==> src/rtl/wb_mem_arbiter.sv <==
// wb_mem_arbiter: shares one line-wide Wishbone memory port between the
// ifetch (i_*) and data (d_*) masters, with a per-transfer ACK watchdog.
// Optional build macro ARB_ROUND_ROBIN_EN: simultaneous requests alternate
// between the two masters. Without it, the data master always wins a tie.
module wb_mem_arbiter #(
  parameter int ADDR_W  = 12,
  parameter int DATA_W  = 128,
  parameter int SEL_W   = 16,
  parameter int TIMEOUT = 1023,
  parameter int CNT_W   = 10
) (
  input  logic              clk,
  input  logic              rst,
  // ifetch master
  input  logic              i_cyc,
  input  logic              i_stb,
  input  logic [ADDR_W-1:0] i_adr,
  output logic [DATA_W-1:0] i_dat_s,
  output logic              i_ack,
  // data master
  input  logic              d_cyc,
  input  logic              d_stb,
  input  logic              d_we,
  input  logic [ADDR_W-1:0] d_adr,
  input  logic [SEL_W-1:0]  d_sel,
  input  logic [DATA_W-1:0] d_dat_m,
  output logic [DATA_W-1:0] d_dat_s,
  output logic              d_ack,
  // shared memory port
  output logic              m_cyc,
  output logic              m_stb,
  output logic              m_we,
  output logic [ADDR_W-1:0] m_adr,
  output logic [SEL_W-1:0]  m_sel,
  output logic [DATA_W-1:0] m_dat_m,
  input  logic [DATA_W-1:0] m_dat_s,
  input  logic              m_ack,
  output logic              timeout_err
);

  typedef enum logic [1:0] {IDLE, GNT_I, GNT_D} state_t;
  typedef enum logic {OWNER_I, OWNER_D} owner_t;

  // A zero TIMEOUT disables the watchdog; the compare value is then unused.
  localparam logic             WDOG_EN   = (TIMEOUT != 0);
  localparam logic [CNT_W-1:0] WDOG_LAST = (TIMEOUT == 0) ? '0 : CNT_W'(TIMEOUT - 1);

  state_t           state, state_next;
  owner_t           last_gnt, last_gnt_next;
  logic [CNT_W-1:0] wdog;
  logic             i_req, d_req;
  logic             d_wins_tie;
  logic             wdog_expire;
  logic             timeout_hit;

  assign i_req = i_cyc & i_stb;
  assign d_req = d_cyc & d_stb;

  // Read data is shared; only the routed ack tells a master the data is for it.
  assign i_dat_s = m_dat_s;
  assign d_dat_s = m_dat_s;

  assign wdog_expire = WDOG_EN && (wdog == WDOG_LAST);

`ifdef ARB_ROUND_ROBIN_EN
  assign d_wins_tie = (last_gnt == OWNER_I);
`else
  assign d_wins_tie = 1'b1;
`endif

  // State register, watchdog counter, last-grant memory and sticky error flag.
  always_ff @(posedge clk) begin
    if (rst) begin
      state       <= IDLE;
      last_gnt    <= OWNER_I;
      wdog        <= '0;
      timeout_err <= 1'b0;
    end else begin
      state    <= state_next;
      last_gnt <= last_gnt_next;
      if (state != IDLE && state_next == state) begin
        wdog <= wdog + 1'b1;
      end else begin
        wdog <= '0;
      end
      if (timeout_hit) begin
        timeout_err <= 1'b1;
      end
    end
  end

  // Arbitration, memory-port muxing, ack routing and transfer termination.
  always_comb begin
    state_next    = state;
    last_gnt_next = last_gnt;
    timeout_hit   = 1'b0;
    m_cyc         = 1'b0;
    m_stb         = 1'b0;
    m_we          = 1'b0;
    m_adr         = '0;
    m_sel         = '0;
    m_dat_m       = '0;
    i_ack         = 1'b0;
    d_ack         = 1'b0;
    case (state)
      IDLE: begin
        if (d_req && (!i_req || d_wins_tie)) begin
          state_next = GNT_D;
        end else if (i_req) begin
          state_next = GNT_I;
        end
      end
      GNT_I: begin
        m_cyc = i_cyc;
        m_stb = i_stb;
        m_adr = i_adr;
        m_sel = {SEL_W{1'b1}};
        i_ack = m_ack;
        if (m_ack) begin
          state_next    = IDLE;
          last_gnt_next = OWNER_I;
        end else if (!i_cyc) begin
          state_next = IDLE;
        end else if (wdog_expire) begin
          state_next    = IDLE;
          last_gnt_next = OWNER_I;
          timeout_hit   = 1'b1;
        end
      end
      GNT_D: begin
        m_cyc   = d_cyc;
        m_stb   = d_stb;
        m_we    = d_we;
        m_adr   = d_adr;
        m_sel   = d_sel;
        m_dat_m = d_dat_m;
        d_ack   = m_ack;
        if (m_ack) begin
          state_next    = IDLE;
          last_gnt_next = OWNER_D;
        end else if (!d_cyc) begin
          state_next = IDLE;
        end else if (wdog_expire) begin
          state_next    = IDLE;
          last_gnt_next = OWNER_D;
          timeout_hit   = 1'b1;
        end
      end
      default: begin
        state_next = IDLE;
      end
    endcase
  end

endmodule
==> config.mk <==
export PLATFORM = sky130hd
export DESIGN_NAME = wb_mem_arbiter
export DESIGN_NICKNAME = d
export VERILOG_FILES = /design/src/rtl/wb_mem_arbiter.sv
export SDC_FILE = /design/constraint.sdc
export NUM_CORES = 1
export LEC_CHECK = 0
export ABC_AREA = 1
export BUFFER_PORTS_ARGS = -buffer_cell sky130_fd_sc_hd__buf_2
export CORE_AREA = 3 3 281 283
export CTS_BUF_LIST = sky130_fd_sc_hd__clkbuf_2
export DETAILED_ROUTE_END_ITERATION = 10
export DIE_AREA = 0 0 284 286
export GPL_TIMING_DRIVEN = 1
export REMOVE_ABC_BUFFERS = 1
export SLEW_MARGIN = 20
export SYNTH_ARGS = -nofsm -noshare
export SYNTH_HDL_FRONTEND = slang
export SYNTH_SLANG_ARGS = --single-unit
==> constraint.sdc <==
create_clock -name clk -period 2 [get_ports clk]
set_clock_uncertainty 0.2 [all_clocks]
set_input_delay 0.2 -clock clk [delete_from_list [all_inputs] [get_ports clk]]
set_output_delay 0.2 -clock clk [all_outputs]
set_load 0.02 [all_outputs]
==> flow_summary.yaml, run 1 <==
worst_setup_path:
  critPathTopFamily: "buffers and inverters"
  cp_slowest_cell: "dfxtp_4"
  crit_type: "register to primary output"
  critPathMaxFanout: 6
  worstPathRequired_ns: 1.60
  reg2regPathDepth: 12
  r2r-start: "state[0]"
  endpoint: "m_adr[3]"
  startpoint_type: "register"
  path_depth: 7
  crit_chain: "inv_4, buf_4, ha_4, inv_8, buf_12, a21oi_2, buf_4"
  arrival_ns: 1.64
  rrSetupSlack_ns: 0.12
  crit_start: "state[0]"
  path_common_cell: "buf_4"
  end_kind: "primary output"
  worst-path-buf-inv: 5
  worst_path_largest_cell_delay_ns: 0.39
  reg2reg_to: "wdog[4]"
die:
  fp-row-count: 102
  fp.dieW_um: 284
  die_area_mm2: 0.0812
  core_area_mm2: 0.0770
  ios: 722
  start_util: 0.0523
  die_h_um: 286
placed_design:
  place_area_mm2: 0.00517
  dp_hpwl_mm: 83.4
  portBuffers: 337
  gp_congestion: 0.816
  dp_cells: 1818
routing:
  wl_per_cell_um: 50.0
  antenna_left: 0
  drtIter0Drc: 237
  drc_errors: 0
  drt_pass1_iterations: 5
  routed_wl_mm: 93.3
  vias: 5472
  vias_per_cell: 2.93
clocking:
  cts.clk_slew.worst_paths_ns: 0.15
  cts_root_buffer: "clkbuf_2"
  cts_buffers: 3
  cts_max_level: 1
  insertion_delay_ns: 0.28
  cts_sinks: 13
  clock_path_buffers: 2
  cts_tree: "yes"
finish:
  instances_no_fill: 1868
  fin_nets: 1124
  n_fill_cell: 8975
  fin_util: 0.0905
  final_area_mm2: 0.00697
  synthToLayoutAreaGrowth_pct: 73.2
  drive_gt1_frac: 0.626
global_route:
  grt_max_degree: 27
  grt_use_total: 0.216
  grt_overflow_total: 0
  grt_pass1_vias: 4719
  grt_pass1_wl_mm: 102
  antenna_found_initial: 64
sta:
  hold_viol: 0
  slew_viol_final: 0
  slew_headroom: 0.745
  min_period_over_period: 1.02
  rsz0062_at_grt: "yes"
  setup_slack_ns: -0.0385
  tns_ns: -0.555
  finalSetupViolations: 36
  fmax_mhz: 491
  min_period_ns: 2.04
  worst_pin_slew_ns: 0.381
logic_synthesis:
  yosys_warnings: 0
  synthTopCellsByArea: "buf_4, nand2_1, inv_1"
  syn-cell-area_mm2: 0.00402
  ys_seq_elements: 13
  synth_top_area_frac: 0.482
  yosysUniqueCellTypes: 20
  yosys.area.top_type: "buf_4"
  synth_seq_area_share: 0.0647
  avgSynthCellArea_um2: 5.67
  postSynthCellCount: 709
power_and_ir_drop:
  power_density_mw_per_mm2: 268
  max-vdd-ir-drop_mv: 0.202
  total_power_uw: 1870
  p_leak_uw: 0.00371
run:
  max_cap_violations: 0
hold_path:
  hp-class: "input pin to register"
run_status:
  outcome: "finished, violations left"
  violations: "negative setup slack"
-- worst min-delay path: cells and delay by family --
kind / cells / cell delay (ns)
buf+inv: 1 / 0.10
simple gates: 5 / 0.34
-- synthesized netlist by cell type --
master,count
a21o_2,1
a21oi_1,30
a31oi_1,1
buf_1,1
buf_2,1
buf_4,258
clkbuf_1,20
dfxtp_1,13
ha_1,6
inv_1,142
nand2_1,194
nand2_2,3
nand3_1,8
nand3_4,1
nor2_1,16
nor2_2,5
nor3_1,1
o21ai_0,1
xnor2_1,3
xor2_1,4
-- registers in the layout, summed over array words and instances (netlist names) --
signal and flops:
timeout_err 1, wdog 10, state 2
-- what timing repair did --
item | in CTS | in global routing
gates cloned | 6 | 10
resized for setup | 205 | 226
endpoints found under the hold margin | 3 | 0
pin swaps | 0 | 3
setup buffers | 12 | 4
setup endpoints to repair | 162 | 154
hold buffers | 1 | 0
-- layout by cell type, fill, tap and decap left out, drive strengths merged, types with 3 or more instances in the layout --
| cell type | netlist | final |
|---|---|---|
| xor2 | 4 | 4 |
| nor2 | 21 | 21 |
| buf | 260 | 363 |
| clkbuf | 20 | 19 |
| diode | 0 | 15 |
| nand2 | 197 | 197 |
| xnor2 | 3 | 3 |
| dfxtp | 13 | 13 |
| ha | 6 | 6 |
| inv | 142 | 141 |
| nand3 | 9 | 10 |
| a21oi | 30 | 30 |
-- report_power, final --
| part | internal (uW) | switching, uW |
|---|---|---|
| sequential | 263 | 4.38 |
| clock | 53.0 | 94.2 |
| combinational | 644 | 807 |
-- metrics by stage --
step	setup slack, ns	hold WS, ns
3_3_place_gp	0.0822	0.203
3_5_place_dp	0.0441	0.203
4_1_cts	-0.0492	0.146
2_1_floorplan	-2.37	0.0716
6_report	-0.0385	0.165
5_1_grt	-0.101	0.187
-- logic make-up (layout without fill, tap and decap cells) --
| group | count (synthesis) | count (layout) | synth area share |
|---|---|---|---|
| buffers and inverters | 422 | 525 | 0.635 |
| adders and majority gates | 6 | 6 | 0.0187 |
| xor gates and xnor gates | 7 | 7 | 0.0152 |
| DFF | 13 | 13 | 0.0647 |
| AOI/OAI and AO/OA | 33 | 33 | 0.0423 |
| other | 0 | 15 | 0 |
| and+or+nand+nor | 228 | 229 | 0.224 |
-- layer usage --
metal | track usage | part of all wire | vias up
met5 | 0.0952 | 0.014 | -
met4 | 0.0291 | 0.024 | 53
met3 | 0.220 | 0.20 | 136
met2 | 0.374 | 0.48 | 929
met1 | 0.170 | 0.29 | 2360
li1 | - | - | 1994
-- worst min-delay path by stage --
stage | startpoint | to | cells past startpoint
final | d_cyc | state[0] | 6
after global routing | d_cyc | state[0] | 6
after CTS | d_cyc | state[0] | 6
after detailed placement | m_dat_s[0] | d_dat_s[0] | 0
after global placement | m_dat_s[0] | d_dat_s[0] | 0
after floorplan | rst | state[1] | 1
-- final cells by class --
| class | instances | area, um2 | area share |
|---|---|---|---|
| inverter | 142 | 547 | 0.0785 |
| multi-input combinational | 275 | 1660 | 0.239 |
| timing repair buffer | 379 | 3130 | 0.450 |
| sequential | 13 | 265 | 0.0381 |
| tap | 1040 | 1300 | 0.187 |
| antenna | 15 | 37.5 | 0.00539 |
| clock buffer | 4 | 20.0 | 0.00287 |
(Power assumes the default switching activity.)
==> run 2: changes to the inputs <==
--- a/config.mk
+++ b/config.mk
@@ -5,12 +5,12 @@
 export SDC_FILE = /design/constraint.sdc
 export NUM_CORES = 1
 export LEC_CHECK = 0
-export ABC_AREA = 1
+export ABC_AREA = 0
 export BUFFER_PORTS_ARGS = -buffer_cell sky130_fd_sc_hd__buf_2
-export CORE_AREA = 3 3 281 283
+export CORE_AREA = 3 3 278 280
 export CTS_BUF_LIST = sky130_fd_sc_hd__clkbuf_2
 export DETAILED_ROUTE_END_ITERATION = 10
-export DIE_AREA = 0 0 284 286
+export DIE_AREA = 0 0 281 283
 export GPL_TIMING_DRIVEN = 1
 export REMOVE_ABC_BUFFERS = 1
 export SLEW_MARGIN = 20
==> flow_summary.yaml, run 2 <==
run_status:
  outcome: "finished, violations left"
  violations: "negative setup slack"
clocking:
  cts_root_buffer: "clkbuf_2"
  cts_buffers: 3
  insertion_delay_ns: 0.27
  cts_max_level: 1
  cts.clk_slew.worst_paths_ns: 0.14
  cts_tree: "yes"
  clock_path_buffers: 2
  cts_sinks: 13
worst_setup_path:
  path_common_cell: "buf_6"
  end_kind: "primary output"
  worstPathRequired_ns: 1.60
  cp_slowest_cell: "dfxtp_4"
  crit_type: "register to primary output"
  startpoint_type: "register"
  r2r-start: "state[0]"
  arrival_ns: 1.76
  worst_path_largest_cell_delay_ns: 0.38
  critPathMaxFanout: 6
  crit_start: "state[1]"
  crit_chain: "buf_6, ha_4, buf_6, buf_8, buf_16, a22oi_2, nor2b_1, buf_4"
logic_synthesis:
  yosys.area.top_type: "buf_4"
  synth_top_area_frac: 0.491
  postSynthCellCount: 547
  synth_edf_count: 0
  syn-cell-area_mm2: 0.00392
  synth_seq_area_share: 0.0665
  yosys_warnings: 0
  ys_seq_elements: 13
  synthTopCellsByArea: "buf_4, and2_1, dfxtp_1"
  avgSynthCellArea_um2: 7.16
  synthTopCellsByCount: "buf_4, and2_1, nor2b_1"
  synthArstFlopShare: 0
  ys.flop_type: "dfxtp_1"
  yosysUniqueCellTypes: 31
  yosysMostFrequentCell: "buf_4"
die:
  ios: 722
  die_h_um: 283
  die_area_mm2: 0.0795
  fp.dieW_um: 281
  core_area_mm2: 0.0747
  fp-row-count: 100
  start_util: 0.0524
routing:
  vias_per_cell: 3.05
  drt_pass1_iterations: 4
  wl_per_cell_um: 55.5
  routed_wl_mm: 91.8
  drc_errors: 0
  vias: 5045
  drtIter0Drc: 274
  antenna_left: 0
placed_design:
  portBuffers: 337
  gp_congestion: 0.833
  place_area_mm2: 0.00512
  pre_cts_ws_ns: -0.152
  dp_hpwl_mm: 82.3
finish:
  seqCellArea_um2: 268
  drive_gt1_frac: 0.735
  n_fill_cell: 8716
  top_regs: "wdog: 10 flops, state: 2 flops, timeout_err: 1 flops"
  regMostFlops: "wdog"
  final_area_mm2: 0.00668
  fin_util: 0.0894
  multiInputGateArea_mm2: 0.00195
  layout_commonest_cell: "buf_2"
  synthToLayoutAreaGrowth_pct: 70.5
  final_cell_mix: "buf_2, and2_1, buf_6"
  largest_reg_flops: 10
  fin_nets: 975
power_and_ir_drop:
  max-vdd-ir-drop_mv: 0.163
  total_power_uw: 1840
  p_leak_uw: 0.00284
  power_density_mw_per_mm2: 276
global_route:
  grt_pass1_wl_mm: 101
  grt_use_total: 0.219
  grt_overflow_total: 0
  antenna_found_initial: 83
  grt_pass1_vias: 4450
  grt_max_degree: 29
sta:
  min_period_ns: 2.16
  fmax_mhz: 462
  min_period_over_period: 1.08
  slew_headroom: 0.723
  rsz0062_at_grt: "yes"
  finalSetupViolations: 148
  slew_viol_final: 0
  setup_slack_ns: -0.165
  hold_viol: 0
  tns_ns: -8.94
  worst_pin_slew_ns: 0.405
run:
  max_cap_violations: 0
hold_path:
  min_from: "m_ack"
  hp-class: "input pin to register"
-- run 2: cell types whose count changed after synthesis, moves of 3 or more --
cell,before,now
nor2b_1,0,30
a22oi_1,0,14
nand2_2,3,0
nor2_2,5,0
nand3_1,8,4
a21oi_1,30,16
nor2_1,16,3
nor3_1,1,15
nand2_1,194,6
inv_1,142,3
and2_1,0,132
-- run 2: layout make-up --
cell class / instances / share of cell area
Clock buffer: 4 / 0.00300
Sequential cell: 13 / 0.0401
Multi-Input combinational cell: 250 / 0.292
Inverter: 3 / 0.00169
Antenna cell: 22 / 0.00825
Timing Repair Buffer: 394 / 0.473
Tap cell: 969 / 0.182
-- run 2: worst max-delay path, delay by kind of cell, from the launching register on --
kind / cells / cell delay (ns)
adder cells (fa/ha/maj): 1 / 0.19
AO/OA/AOI/OAI: 1 / 0.15
buffers and inverters: 5 / 0.70
AND/OR/NAND/NOR: 1 / 0.06
flip-flops: 1 / 0.38
-- run 2: per-stage QoR --
step / instances / hold WS (ns)
after floorplan: 266 / 0.0724
after global placement: 1607 / 0.206
after CTS: 1627 / 0.123
final: 1655 / 0.164
after global routing: 1647 / 0.139
after detailed placement: 1607 / 0.206
-- run 2: final timing paths --
path / cells past startpoint / slack (ns) / to
max: 8 / -0.16 / m_adr[3]
min: 4 / 0.16 / state[0]
max reg2reg: 7 / 0 / wdog[4]
min reg2reg: 2 / 0.29 / timeout_err
-- run 2: per-layer routing --
metal	vias to the layer above	global-route usage	part of all wire
li1	1732	-	-
met1	2245	0.207	0.33
met2	902	0.365	0.46
met3	118	0.177	0.18
met4	48	0.0364	0.022
met5	-	0.106	0.015
-- run 2: kinds of logic after synthesis --
kind of cell / after synthesis / share of synthesized area
buffers and inverters: 284 / 0.520
and+or+nand+nor: 197 / 0.306
xor gates and xnor gates: 8 / 0.0179
DFF: 13 / 0.0665
adders and majority gates: 6 / 0.0192
AOI/OAI and AO/OA: 39 / 0.0710
-- run 2: repair_timing --
item                                    4_1_cts  5_1_grt
setup buffers                                11        3
hold endpoints to repair                      3        0
hold buffers                                  1        0
gates cloned                                  5        4
pin swaps                                     4        3
endpoints found under the setup margin      160      170
gates resized for setup                     288       77
-- run 2: where the power goes --
part	internal (uW)	switching [uW]	leakage, uW
Clock	53.1	87.6	0.0000168
Sequential	263	4.66	0.000106
Combinational	698	735	0.00272
==> run 3: changes to the inputs <==
--- a/config.mk
+++ b/config.mk
@@ -6,7 +6,7 @@
 export NUM_CORES = 1
 export LEC_CHECK = 0
 export ABC_AREA = 0
-export BUFFER_PORTS_ARGS = -buffer_cell sky130_fd_sc_hd__buf_2
+export BUFFER_PORTS_ARGS = -buffer_cell sky130_fd_sc_hd__buf_4
 export CORE_AREA = 3 3 278 280
 export CTS_BUF_LIST = sky130_fd_sc_hd__clkbuf_2
 export DETAILED_ROUTE_END_ITERATION = 10
==> flow_summary.yaml, run 3 (synthesized netlist as in run 2, its figures left out) <==
worst_setup_path:
  critPathTopFamily: "buffers and inverters"
  arrival_ns: 1.80
  crit_type: "register to primary output"
  cp_slowest_cell: "dfxtp_2"
  worstPathRequired_ns: 1.60
  worst_path_largest_cell_delay_ns: 0.36
  end_kind: "primary output"
  startpoint_type: "register"
  worst-path-buf-inv: 5
  crit_chain: "buf_6, ha_4, buf_12, buf_16, buf_12, a22oi_2, nor2b_1, buf_4"
  critPathMaxFanout: 7
  path_common_cell: "buf_12"
clocking:
  cts_tree: "yes"
  cts_max_level: 1
  cts_buffers: 3
  cts_sinks: 13
  insertion_delay_ns: 0.28
  cts_root_buffer: "clkbuf_2"
  cts.clk_slew.worst_paths_ns: 0.14
  clock_path_buffers: 2
run:
  max_cap_violations: 0
run_status:
  violations: "negative setup slack"
  outcome: "finished, violations left"
sta:
  worst_pin_slew_ns: 0.487
  slew_headroom: 0.675
  setup_slack_ns: -0.205
  fmax_mhz: 454
  finalSetupViolations: 170
  rsz0062_at_grt: "yes"
  min_period_over_period: 1.10
  hold_viol: 0
  slew_viol_final: 0
  min_period_ns: 2.20
finish:
  final_area_mm2: 0.00775
  fin_nets: 973
  regMostFlops: "wdog"
  instances_no_fill: 1639
  top_regs: "wdog: 10 flops, state: 2 flops, timeout_err: 1 flops"
  final_cell_mix: "buf_4, buf_6, and2_4"
  drive_gt1_frac: 0.866
  synthToLayoutAreaGrowth_pct: 97.9
  largest_reg_flops: 10
  layout_commonest_cell: "buf_4"
routing:
  drc_errors: 0
  vias: 4838
  vias_per_cell: 2.95
  antenna_left: 0
  wl_per_cell_um: 57.5
  routed_wl_mm: 94.3
  drt_pass1_iterations: 4
  drtIter0Drc: 255
placed_design:
  dp_hpwl_mm: 82.8
  portBuffers: 337
  dp_cells: 1606
  place_area_mm2: 0.00595
  gp_congestion: 0.884
  pre_cts_ws_ns: -0.0409
global_route:
  grt_pass1_vias: 4488
  grt_overflow_total: 0
  antenna_found_initial: 27
  grt_max_degree: 29
  grt_pass1_wl_mm: 102
  grt_use_total: 0.220
power_and_ir_drop:
  clockPowerShare: 0.068
  p_int_uw: 1220
  seqPwrFrac: 0.127
  p_leak_uw: 0.00320
  switching_power_uw: 893
  power_density_mw_per_mm2: 273
  pwr-share-comb: 0.806
  swShare: 0.423
  max-vdd-ir-drop_mv: 0.244
die:
  fp.dieW_um: 281
  ios: 722
  fp-row-count: 100
  core_area_mm2: 0.0747
  die_area_mm2: 0.0795
  start_util: 0.0524
  die_h_um: 283
hold_path:
  hp-class: "input pin to register"
[run 3: cell types whose count changed in the layout (fill, tap and decap cells not counted), sizes merged]
cell	before	now
buf	389	380
o22ai	1	2
diode	22	8
clkbuf	8	14
[run 3: what timing repair did]
action / 4_1_cts / 5_1_grt
resized for setup: 121 / 241
setup endpoints to repair: 151 / 172
endpoints found under the hold margin: 3 / 0
buffers inserted: 2 / 11
cloned: 6 / 14
hold buffers: 1 / 0
pin swaps: 1 / 14
[run 3: area by class of cell]
| class | instances | area (um2) |
|---|---|---|
| Inverter | 3 | 11.3 |
| Timing Repair Buffer | 391 | 3910 |
| Sequential cell | 13 | 265 |
| Antenna cell | 8 | 20.0 |
| Tap cell | 969 | 1210 |
| Multi-Input combinational cell | 251 | 2310 |
| Clock buffer | 4 | 20.0 |
| Fill cell | 8604 | 66900 |
[run 3: final timing paths]
path | from | to | slack (ns) | cells after the start
max reg2reg | state[1] | wdog[9] | -0.11 | 8
max | state[1] | m_adr[10] | -0.20 | 8
min reg2reg | timeout_err | timeout_err | 0.35 | 2
min | d_cyc | state[1] | 0.17 | 5
[run 3: routing by layer]
metal	global-route usage	part of all wire	vias up
li1	-	-	1703
met1	0.209	0.34	2285
met2	0.368	0.46	745
met3	0.178	0.17	80
met4	0.0317	0.019	25
met5	0.0940	0.0098	-
[run 3: per-stage QoR]
step                      utilization  total power [uW]  setup TNS (ns)  hold slack, ns
after global placement         0.0797              1470           -1.21           0.206
after global routing            0.104              2210          -26.59           0.193
after CTS                      0.0883              1800          -19.86           0.160
after detailed placement       0.0797              1460         -0.0642           0.206
final                           0.104              2110          -16.08           0.172
after floorplan                     -               679         -211.60          0.0724
[run 3: power groups by stage]
stage	logic [uW]	registers [uW]	clock network, uW
finish	1700	268	143
global route	1780	269	161
CTS	1390	268	144
detailed placement	1190	273	0
global placement	1200	273	0
floorplan	404	274	0
[run 3: worst min-delay path, stage by stage]
cell,delay [ns]
buf_4,0.10
nand2_1,0.06
o21ai_0,0.07
a32oi_1,0.06
nor3_1,0.12
